File: src/rtl/seq_det_pkg.sv
// +------------------------------------------------------------------+
// | Module   : seq_det_pkg                                            |
// | Brief    : Shared types and constants for seq_detector_prog.      |
// | Revision : 1.0 - initial release                                  |
// +------------------------------------------------------------------+
`default_nettype none

package seq_det_pkg;

  localparam int MIN_LEN = 2;
  // Widest legal pattern; the stored config is sized for it.
  localparam int PAT_W   = 32;
  localparam int PLEN_W  = 6;
  localparam int CNT_W_DEFAULT = 8;
  localparam int CNT_MAX       = (1 << CNT_W_DEFAULT) - 1;

  typedef struct packed {
    logic [PAT_W-1:0]  pattern;
    logic [PLEN_W-1:0] len;
    logic              overlap;
  } cfg_t;

  function automatic int len_w(input int max_len);
    return $clog2(max_len) + 1;
  endfunction

endpackage

`default_nettype wire

File: src/rtl/seq_detector_prog_if.sv
// +------------------------------------------------------------------+
// | Module   : seq_detector_prog_if                                   |
// | Brief    : Config, serial input and status bundle of the detector.|
// | Revision : 1.0 - initial release                                  |
// +------------------------------------------------------------------+
`default_nettype none

interface seq_detector_prog_if
  import seq_det_pkg::*;
#(
  parameter int MAX_LEN = 8,
  parameter int LEN_W   = len_w(MAX_LEN),
  parameter int CNT_W   = 8
);

  logic               cfg_load;
  logic [MAX_LEN-1:0] cfg_pattern;
  logic [LEN_W-1:0]   cfg_len;
  logic               cfg_overlap;
  logic               in_valid;
  logic               in_bit;
  logic               match;
  logic               match_q;
  logic [CNT_W-1:0]   match_count;
  logic               cfg_err;
  logic               active;

  modport master (
    output cfg_load, cfg_pattern, cfg_len, cfg_overlap, in_valid, in_bit,
    input  match, match_q, match_count, cfg_err, active
  );

  modport slave (
    input  cfg_load, cfg_pattern, cfg_len, cfg_overlap, in_valid, in_bit,
    output match, match_q, match_count, cfg_err, active
  );

endinterface

`default_nettype wire

File: src/rtl/seq_detector_prog_sat_counter.sv
// +------------------------------------------------------------------+
// | Module   : sat_counter                                            |
// | Brief    : Up counter with clear that sticks at all-ones.         |
// | Revision : 1.0 - initial release                                  |
// +------------------------------------------------------------------+
`default_nettype none

module sat_counter #(
  parameter int CNT_W = 8
) (
  input  logic             clk,
  input  logic             rst,
  input  logic             clr,
  input  logic             inc,
  output logic [CNT_W-1:0] count
);

  localparam logic [CNT_W-1:0] c_cnt_max = '1;

  logic [CNT_W-1:0] r_count;

  always_ff @(posedge clk) begin
    if (rst || clr) begin
      r_count <= '0;
    end else if (inc && (r_count != c_cnt_max)) begin
      r_count <= r_count + CNT_W'(1);
    end
  end

  assign count = r_count;

endmodule

`default_nettype wire

File: src/rtl/seq_detector_prog.sv
// +------------------------------------------------------------------+
// | Module   : seq_detector_prog                                      |
// | Brief    : Runtime-programmable serial pattern detector.          |
// | Revision : 1.0 - initial release                                  |
// +------------------------------------------------------------------+
`default_nettype none

module seq_detector_prog
  import seq_det_pkg::*;
#(
  parameter int MAX_LEN = 8,
  parameter int LEN_W   = len_w(MAX_LEN),
  parameter int CNT_W   = 8
) (
  input  logic               clk,
  input  logic               rst,
  seq_detector_prog_if.slave bus
);

  localparam logic [LEN_W-1:0] c_fill_max = LEN_W'(MAX_LEN);

  cfg_t               r_cfg;
  // The oldest history bit never reaches the compare window, so it is not kept.
  logic [MAX_LEN-2:0] r_hist;
  logic [LEN_W-1:0]   r_fill;
  logic               r_active;
  logic               r_cfg_err;
  logic               r_match_q;

  logic [MAX_LEN-1:0] w_cand;
  logic [PAT_W-1:0]   w_mask;
  logic [PAT_W-1:0]   w_diff;
  logic               w_filled;
  logic               w_sample;
  logic               w_match;
  logic               w_legal;

  assign w_cand   = {r_hist, bus.in_bit};
  assign w_mask   = ~({PAT_W{1'b1}} << r_cfg.len);
  assign w_diff   = (PAT_W'(w_cand) ^ r_cfg.pattern) & w_mask;
  assign w_filled = (32'(r_fill) + 32'd1) >= 32'(r_cfg.len);
  assign w_sample = r_active & bus.in_valid & ~bus.cfg_load;
  assign w_match  = w_sample & w_filled & (w_diff == '0);
  assign w_legal  = (32'(bus.cfg_len) >= 32'(MIN_LEN)) &&
                    (32'(bus.cfg_len) <= 32'(MAX_LEN));

  always_ff @(posedge clk) begin
    if (rst) begin
      r_cfg     <= '0;
      r_hist    <= '0;
      r_fill    <= '0;
      r_active  <= 1'b0;
      r_cfg_err <= 1'b0;
      r_match_q <= 1'b0;
    end else if (bus.cfg_load) begin
      r_cfg.pattern <= PAT_W'(bus.cfg_pattern);
      r_cfg.len     <= PLEN_W'(bus.cfg_len);
      r_cfg.overlap <= bus.cfg_overlap;
      r_active      <= w_legal;
      r_cfg_err     <= ~w_legal;
      r_hist        <= '0;
      r_fill        <= '0;
      r_match_q     <= 1'b0;
    end else begin
      r_match_q <= w_match;
      if (w_sample) begin
        r_hist <= w_cand[MAX_LEN-2:0];
        // Non-overlapping mode demands a full set of fresh bits after a hit.
        if (w_match && !r_cfg.overlap) begin
          r_fill <= '0;
        end else if (r_fill != c_fill_max) begin
          r_fill <= r_fill + LEN_W'(1);
        end
      end
    end
  end

  sat_counter #(
    .CNT_W (CNT_W)
  ) u_match_cnt (
    .clk   (clk),
    .rst   (rst),
    .clr   (bus.cfg_load),
    .inc   (w_match),
    .count (bus.match_count)
  );

  assign bus.match   = w_match;
  assign bus.match_q = r_match_q;
  assign bus.cfg_err = r_cfg_err;
  assign bus.active  = r_active;

endmodule

`default_nettype wire

File: src/flat_wrapper.sv
// flat-port wrapper written by rule: the top's interface ports become plain ports
module seq_detector_prog_flat import seq_det_pkg::*;
#(
  parameter int MAX_LEN = 8,
  parameter int LEN_W   = len_w(MAX_LEN),
  parameter int CNT_W   = 8
)
  (clk, rst, bus_cfg_load, bus_cfg_pattern, bus_cfg_len, bus_cfg_overlap, bus_in_valid, bus_in_bit, bus_match, bus_match_q, bus_match_count, bus_cfg_err, bus_active);
  seq_detector_prog_if #(.MAX_LEN(MAX_LEN), .LEN_W(LEN_W), .CNT_W(CNT_W)) bus_i ();
  input  logic clk;
  input  logic rst;
  input wire logic [$bits(bus_i.cfg_load)-1:0] bus_cfg_load;
  input wire logic [$bits(bus_i.cfg_pattern)-1:0] bus_cfg_pattern;
  input wire logic [$bits(bus_i.cfg_len)-1:0] bus_cfg_len;
  input wire logic [$bits(bus_i.cfg_overlap)-1:0] bus_cfg_overlap;
  input wire logic [$bits(bus_i.in_valid)-1:0] bus_in_valid;
  input wire logic [$bits(bus_i.in_bit)-1:0] bus_in_bit;
  output wire logic [$bits(bus_i.match)-1:0] bus_match;
  output wire logic [$bits(bus_i.match_q)-1:0] bus_match_q;
  output wire logic [$bits(bus_i.match_count)-1:0] bus_match_count;
  output wire logic [$bits(bus_i.cfg_err)-1:0] bus_cfg_err;
  output wire logic [$bits(bus_i.active)-1:0] bus_active;
  assign bus_i.cfg_load = bus_cfg_load;
  assign bus_i.cfg_pattern = bus_cfg_pattern;
  assign bus_i.cfg_len = bus_cfg_len;
  assign bus_i.cfg_overlap = bus_cfg_overlap;
  assign bus_i.in_valid = bus_in_valid;
  assign bus_i.in_bit = bus_in_bit;
  assign bus_match = bus_i.match;
  assign bus_match_q = bus_i.match_q;
  assign bus_match_count = bus_i.match_count;
  assign bus_cfg_err = bus_i.cfg_err;
  assign bus_active = bus_i.active;
  seq_detector_prog #(.MAX_LEN(MAX_LEN), .LEN_W(LEN_W), .CNT_W(CNT_W)) u_core (.clk(clk), .rst(rst), .bus(bus_i));
endmodule
File: config.mk
export PLATFORM = sky130hd
export DESIGN_NAME = seq_detector_prog_flat
export DESIGN_NICKNAME = d
export VERILOG_FILES = /design/src/rtl/seq_det_pkg.sv /design/src/rtl/seq_detector_prog_if.sv /design/src/rtl/seq_detector_prog_sat_counter.sv /design/src/rtl/seq_detector_prog.sv /design/src/flat_wrapper.sv
export SDC_FILE = /design/constraint.sdc
export NUM_CORES = 1
export LEC_CHECK = 0
export CAP_MARGIN = 20
export CORE_ASPECT_RATIO = 1.2
export CORE_UTILIZATION = 28
export CTS_CLUSTER_DIAMETER = 200
export CTS_CLUSTER_SIZE = 28
export DETAILED_ROUTE_END_ITERATION = 8
export SETUP_SLACK_MARGIN = 0.3
export SKIP_CTS_REPAIR_TIMING = 1
export SLEW_MARGIN = 20
export SYNTH_ARGS = -nofsm -noshare
export SYNTH_HDL_FRONTEND = slang
export SYNTH_SLANG_ARGS = --single-unit
File: constraint.sdc
create_clock -name clk -period 3.7 [get_ports clk]
set_clock_uncertainty 0.1 [all_clocks]
set_input_delay 0.37 -clock clk [delete_from_list [all_inputs] [get_ports clk]]
set_output_delay 0.37 -clock clk [all_outputs]
set_load 0.01 [all_outputs]
# Yosys cells after proc, flatten, opt, wreduce, memory -nomap -nowiden
# Index checks and enable logic that the tools add are counted.
classes:
  eq_ne: 2
  n_bitwise: 9
  shifts: 1
  magnitude_cmp: 3
  n_addsub: 3
  reduce_logical: 9
  muxes: 2
ops:
  columns: ["cell", "n"]
  rows:
  - ["$and 32x32->32", 1]
  - ["$ge 32x4->1", 1]
  - ["$logic_not 32->1", 1]
  - ["$not 32->32", 1]
  - ["$shl 32x4->32 const A", 1]
  - ["$add 8x1->8 const B", 1]
  - ["$mux 4", 2]
  - ["$ne 8x8->1 const B", 1]
  - ["$xor 8x8->8", 1]
  - ["$add 4x1->5 const B", 1]
  - ["$add 4x1->4 const B", 1]
  - ["$and 1x1->1", 4]
  - ["$ge 4x2->1 const B", 1]
  - ["$le 4x4->1 const B", 1]
  - ["$ne 4x4->1 const B", 1]
  - ["$logic_and 1x1->1", 3]
  - ["$not 1->1", 2]
  - ["$reduce_and 2->1", 1]
  - ["$reduce_bool 2->1", 1]
  - ["$reduce_or 2->1", 1]
  - ["$logic_not 1->1", 1]
  - ["$logic_or 1x1->1", 1]
word_totals:
  out_inout_bits: 12
  reg_bits: 35

# Logic depth before layout (Yosys ltp)
depth:
  word_depth: 8
  ltp_mapped: 12
  depth_no_buf: 10

# By module
# A second synthesis with hierarchy kept.
hier_totals:
  hier_cells: 199
  area_unflattened_um2: 1791.7
by_module_without_submodules:
  columns: ["module", "cells_per_inst", "n_inst", "area_each_um2"]
  rows:
  - ["seq_detector_prog", 151, 1, 1370.1]
  - ["sat_counter", 48, 1, 421.7]

# Least setup slack after synthesis
# Ideal clock, no wire load.
synth_path:
  path_type: "register to register"
  start: "register u_core.r_fill[0]"
  end: "register u_core.u_match_cnt.r_count[7] (netlist: u_core.u_match_cnt.count[7])"
  arrival_time_ns: 2.412
  setup_ns: 0.132
  n_path_buf: 2
  stages_incl_launch_ff: 12
  slack_ns: 1.056
  cell_sequence: "dfxtp_1 > inv_1 > ha_1 > ha_1 > o211ai_1 > a21oi_1 > a2111oi_0 > or4_1 > buf_2 > buf_2 > o41ai_1 > a21oi_1"
synth_between:
  elab_chain_len: 5
synth_rtl:
  columns: ["element", "line_no", "source"]
  rows:
  - ["start, declared", "seq_detector_prog.sv:25", "logic [LEN_W-1:0] r_fill;"]
  - ["start signal, assigned", "seq_detector_prog.sv:72", "r_fill <= r_fill + LEN_W'(1);"]
  - ["$add 4x1->5", "seq_detector_prog.sv:41", "assign w_filled = (32'(r_fill) + 32'd1) >= 32'(r_cfg.len);"]
  - ["$ge 32x4->1", "seq_detector_prog.sv:41", null]
  - ["$and 1x1->1 (2 in a row)", "seq_detector_prog.sv:43", "assign w_match = w_sample & w_filled & (w_diff == '0);"]
  - ["$logic_and 1x1->1", "seq_detector_prog_sat_counter.sv:25", "end else if (inc && (r_count != c_cnt_max)) begin"]
  - ["end signal, assigned", "seq_detector_prog_sat_counter.sv:26", "r_count <= r_count + CNT_W'(1);"]
  - ["end, declared", "seq_detector_prog_sat_counter.sv:20", "logic [CNT_W-1:0] r_count;"]
# Every way passes these cells.
# A chain may end at the register's enable or synchronous reset.

# Final worst setup path
layout_path:
  start: "register u_core.r_fill[0]"
  end: "output port bus_match"
layout_between:
  elab_chain_len: 4
layout_rtl:
  columns: ["element", "line_no", "source"]
  rows:
  - ["$add 4x1->5", "seq_detector_prog.sv:41", null]
  - ["$ge 32x4->1", "seq_detector_prog.sv:41", null]
  - ["$and 1x1->1 (2 in a row)", "seq_detector_prog.sv:43", null]
  - ["end, declared", "flat_wrapper.sv:18", "output wire logic [$bits(bus_i.match)-1:0] bus_match;"]
# Every way passes these cells.

==> flow_summary_export.csv <==
group,metric,value,unit
outcome,outcome,"complete, no violations",
synth,synth_edf_count,0,
sta,fmax,309,MHz
synth,synth_area_leaders,"dfxtp_1, mux2i_1, nor2_1",
worst_setup_path,crit_chain,"inv_1, ha_1, ha_1, o211ai_1, a21oi_1, a2111oi_0, or4_1, inv_1, clkdlybuf4s50_1",
clock_network,h-tree-depth,2,
clock_network,clock_sinks,35,
sta,maxSlewViolCount,0,
floorplan,core,0.00578,mm^2
clock_network,clock_latency,280,ps
global_routing,grt_pass1_vias,1284,
global_routing,grt_pass1_wl,5840,um
clock_network,root_buffer,"clkbuf_8",
worst_setup_path,r2r_slack,810,ps
routing,drtIter0Drc,47,
finish,nets,246,
routing,firstDrtPassIters,4,
sta,hold_violations,0,
finish,drive_gt1_share,6.31,%
sta,hold_ws,368,ps
power_and_ir_drop,p_leak,0.790,nW
sta,post-route-period-util,87.4,%
worst_setup_path,crit_arrival,2760,ps
global_routing,gr-total-overflow,0,
routing,routed_wl,3550,um
routing,drc_errors,0,
sta,tns,0,ps
synth,syn_area_per_cell,8.76,um^2
global_routing,grt_max_degree,21,
power_and_ir_drop,peakVddDrop,0.182,mV
floorplan,fp.dieH,87.6,um
job,maxCapViolCount,0,
sta,setup_viol,0,
routing,via_count,1433,
synth,synth_async_sr_flop_share,0,%
power_and_ir_drop,finalPower,734,uW
sta,relSlewSlack,52.0,%
floorplan,initial_core_util,29.5,%
floorplan,ios,30,
worst_setup_path,cp_max_fo,4,
synth,syn_inst,195,
clock_network,clk_path_buf_depth,2,
floorplan,std_cell_rows,30,
worst_setup_path,crit_buf_inv,3,
global_routing,antenna_found_initial,0,
clock_network,clkTransAtPathRegs,60,ps
finish,fillers,633,
synth,yosysSeqAreaShare,41.0,%
worst_setup_path,cp_slowest_stage_delay,530,ps
power_and_ir_drop,power_per_cell_area,343,mW/mm^2
routing,detail_route.wl_per_cell,11.7,um
placed_design,portBuffers,29,
routing,ant_nets,0,
worst_setup_path,critPathSlowestCell,"clkdlybuf4s50_1",
sta,fin_crit,3230,ps
finish,synthToLayoutAreaGrowth,25.3,%
worst_setup_path,cp-start-kind,"register",
synth,ys.warnings.count,0,
synth,yosysTopAreaCell,"dfxtp_1",
synth,ys_top_cells_by_count,"dfxtp_1, nor2_1, nand2_1",
floorplan,die-area,0.00642,mm^2
synth,yosys.area.top_type_share,41.0,%
placed_design,place.gp.congestion,0.798,
floorplan,die_x,73.3,um
global_routing,grt_use_total,11.9,%
worst_hold_path,hold_path_class,"reg2reg",
synth,ys_types,35,
synth,synthFlopType,"dfxtp_1",
worst_setup_path,crit_family,"buffers and inverters",
synth,synth_nets,220,
placed_design,placedCellCount,294,
routing,via_per_inst,4.75,
sta,grt_setup_unrepaired,"no",
finish,antenna_cells,0,
worst_setup_path,setup.worst_path.end_class,"output pin",
clock_network,cts_tree,"done",
synth,synth_area,0.00171,mm^2
synth,synth_seq_cells,35,
worst_setup_path,cp_data_required_time,3230,ps
clock_network,cts_made_buffers,5,
finish,fin_cells,302,
synth,synth.most_common_cell,"dfxtp_1",
sta,worstMarginPinSlew,718,ps
worst_setup_path,path_class,"reg2out",
placed_design,dpl.hpwl,2560,um
[final timing paths]
kind,from,to,depth (start not counted)
setup / recovery,u_core.r_fill[0],bus_match,9
setup reg to reg,u_core.r_fill[0],u_core.u_match_cnt.count[7],10
hold reg to reg,u_core.r_hist[6],u_core.r_hist[6],2
hold / removal,u_core.r_hist[6],u_core.r_hist[6],2
[stage by stage]
| step | area (um^2) | setup slack [ps] | util [%] |
|---|---|---|---|
| after floorplan | 1710 | 1060 | - |
| after global placement | 2060 | 653 | 35.6 |
| after detailed placement | 2060 | 631 | 35.6 |
| after CTS | 2140 | 365 | 37.0 |
| after global routing | 2140 | 300 | 37.0 |
| final | 2140 | 468 | 37.0 |
[layer usage]
metal / wire length, um / GRT usage [%] / vias to the layer above
met3: 132 / 3.45 / 10
li1: - / - / 734
met5: 0 / 0 / -
met1: 1610 / 13.9 / 656
met2: 1740 / 20.2 / 33
met4: 67 / 4.72 / 0
[placed cells by master (no fill, tap or decap)]
master,count
a31oi_1,3
clkbuf_1,2
and3b_1,1
a211oi_1,1
nand4_1,1
nand3b_4,1
o41ai_1,3
a311oi_1,1
nor2_1,24
inv_2,1
inv_1,6
o31ai_1,3
a2111oi_0,1
a2bb2oi_1,1
or3_1,3
and2_1,1
clkbuf_8,5
mux2i_1,16
dfxtp_1,33
nor4_1,2
dfxtp_2,2
o311ai_0,1
nand3b_1,2
o21ai_0,6
ha_1,7
or4_1,5
xnor2_1,8
clkinv_2,1
o21ai_2,1
or2_2,1
buf_4,2
o211ai_1,2
nand3_1,3
xor2_1,4
nand2_1,21
clkdlybuf4s50_1,29
and3_1,1
a21oi_1,17
[cells by family (layout without fill, tap and decap cells)]
group	Yosys count	count (layout)	synth area share [%]
AO/OA/AOI/OAI	40	40	14.6
AND/OR/NAND/NOR	66	66	18.8
adder cells (fa/ha/maj)	7	7	5.13
multiplexers	16	16	9.38
XOR/XNOR	12	12	6.15
buffers and inverters	19	46	4.91
flip-flops	35	35	41.0
[where the power goes]
part           total (mW)  leakage [nW]  switching (mW)  internal (mW)
sequential          0.398         0.286          0.0113          0.387
clock               0.262        0.0422           0.130          0.132
combinational      0.0732         0.462          0.0321         0.0411
[worst register-to-register path, stage by stage (launching register included)]
cell and delay [ps]:
dfxtp_2 360, inv_1 70, ha_1 320, ha_1 280
o211ai_1 90, a21oi_1 140, a2111oi_0 80, or4_1 510
buf_4 210, or4_1 510, a21oi_1 150
[sequential cells by signal, indices dropped and copies added (netlist names)]
name,flops
u_core.r_cfg,13
u_core.bus.match_q,1
u_core.u_match_cnt.count,8
u_core.r_fill,4
u_core.bus.active,1
u_core.r_hist,7
u_core.bus.cfg_err,1
[cell type report]
cell class	count	area, um^2	share of cell area (%)
Sequential cell	35	703	32.9
Tap cell	80	100	4.68
Clock inverter	1	5.00	0.234
Timing Repair Buffer	31	305	14.3
Multi-Input combinational cell	141	923	43.2
Inverter	7	26.3	1.23
Clock buffer	7	76.3	3.57
No activity file was read; power rests on OpenSTA's default activity.
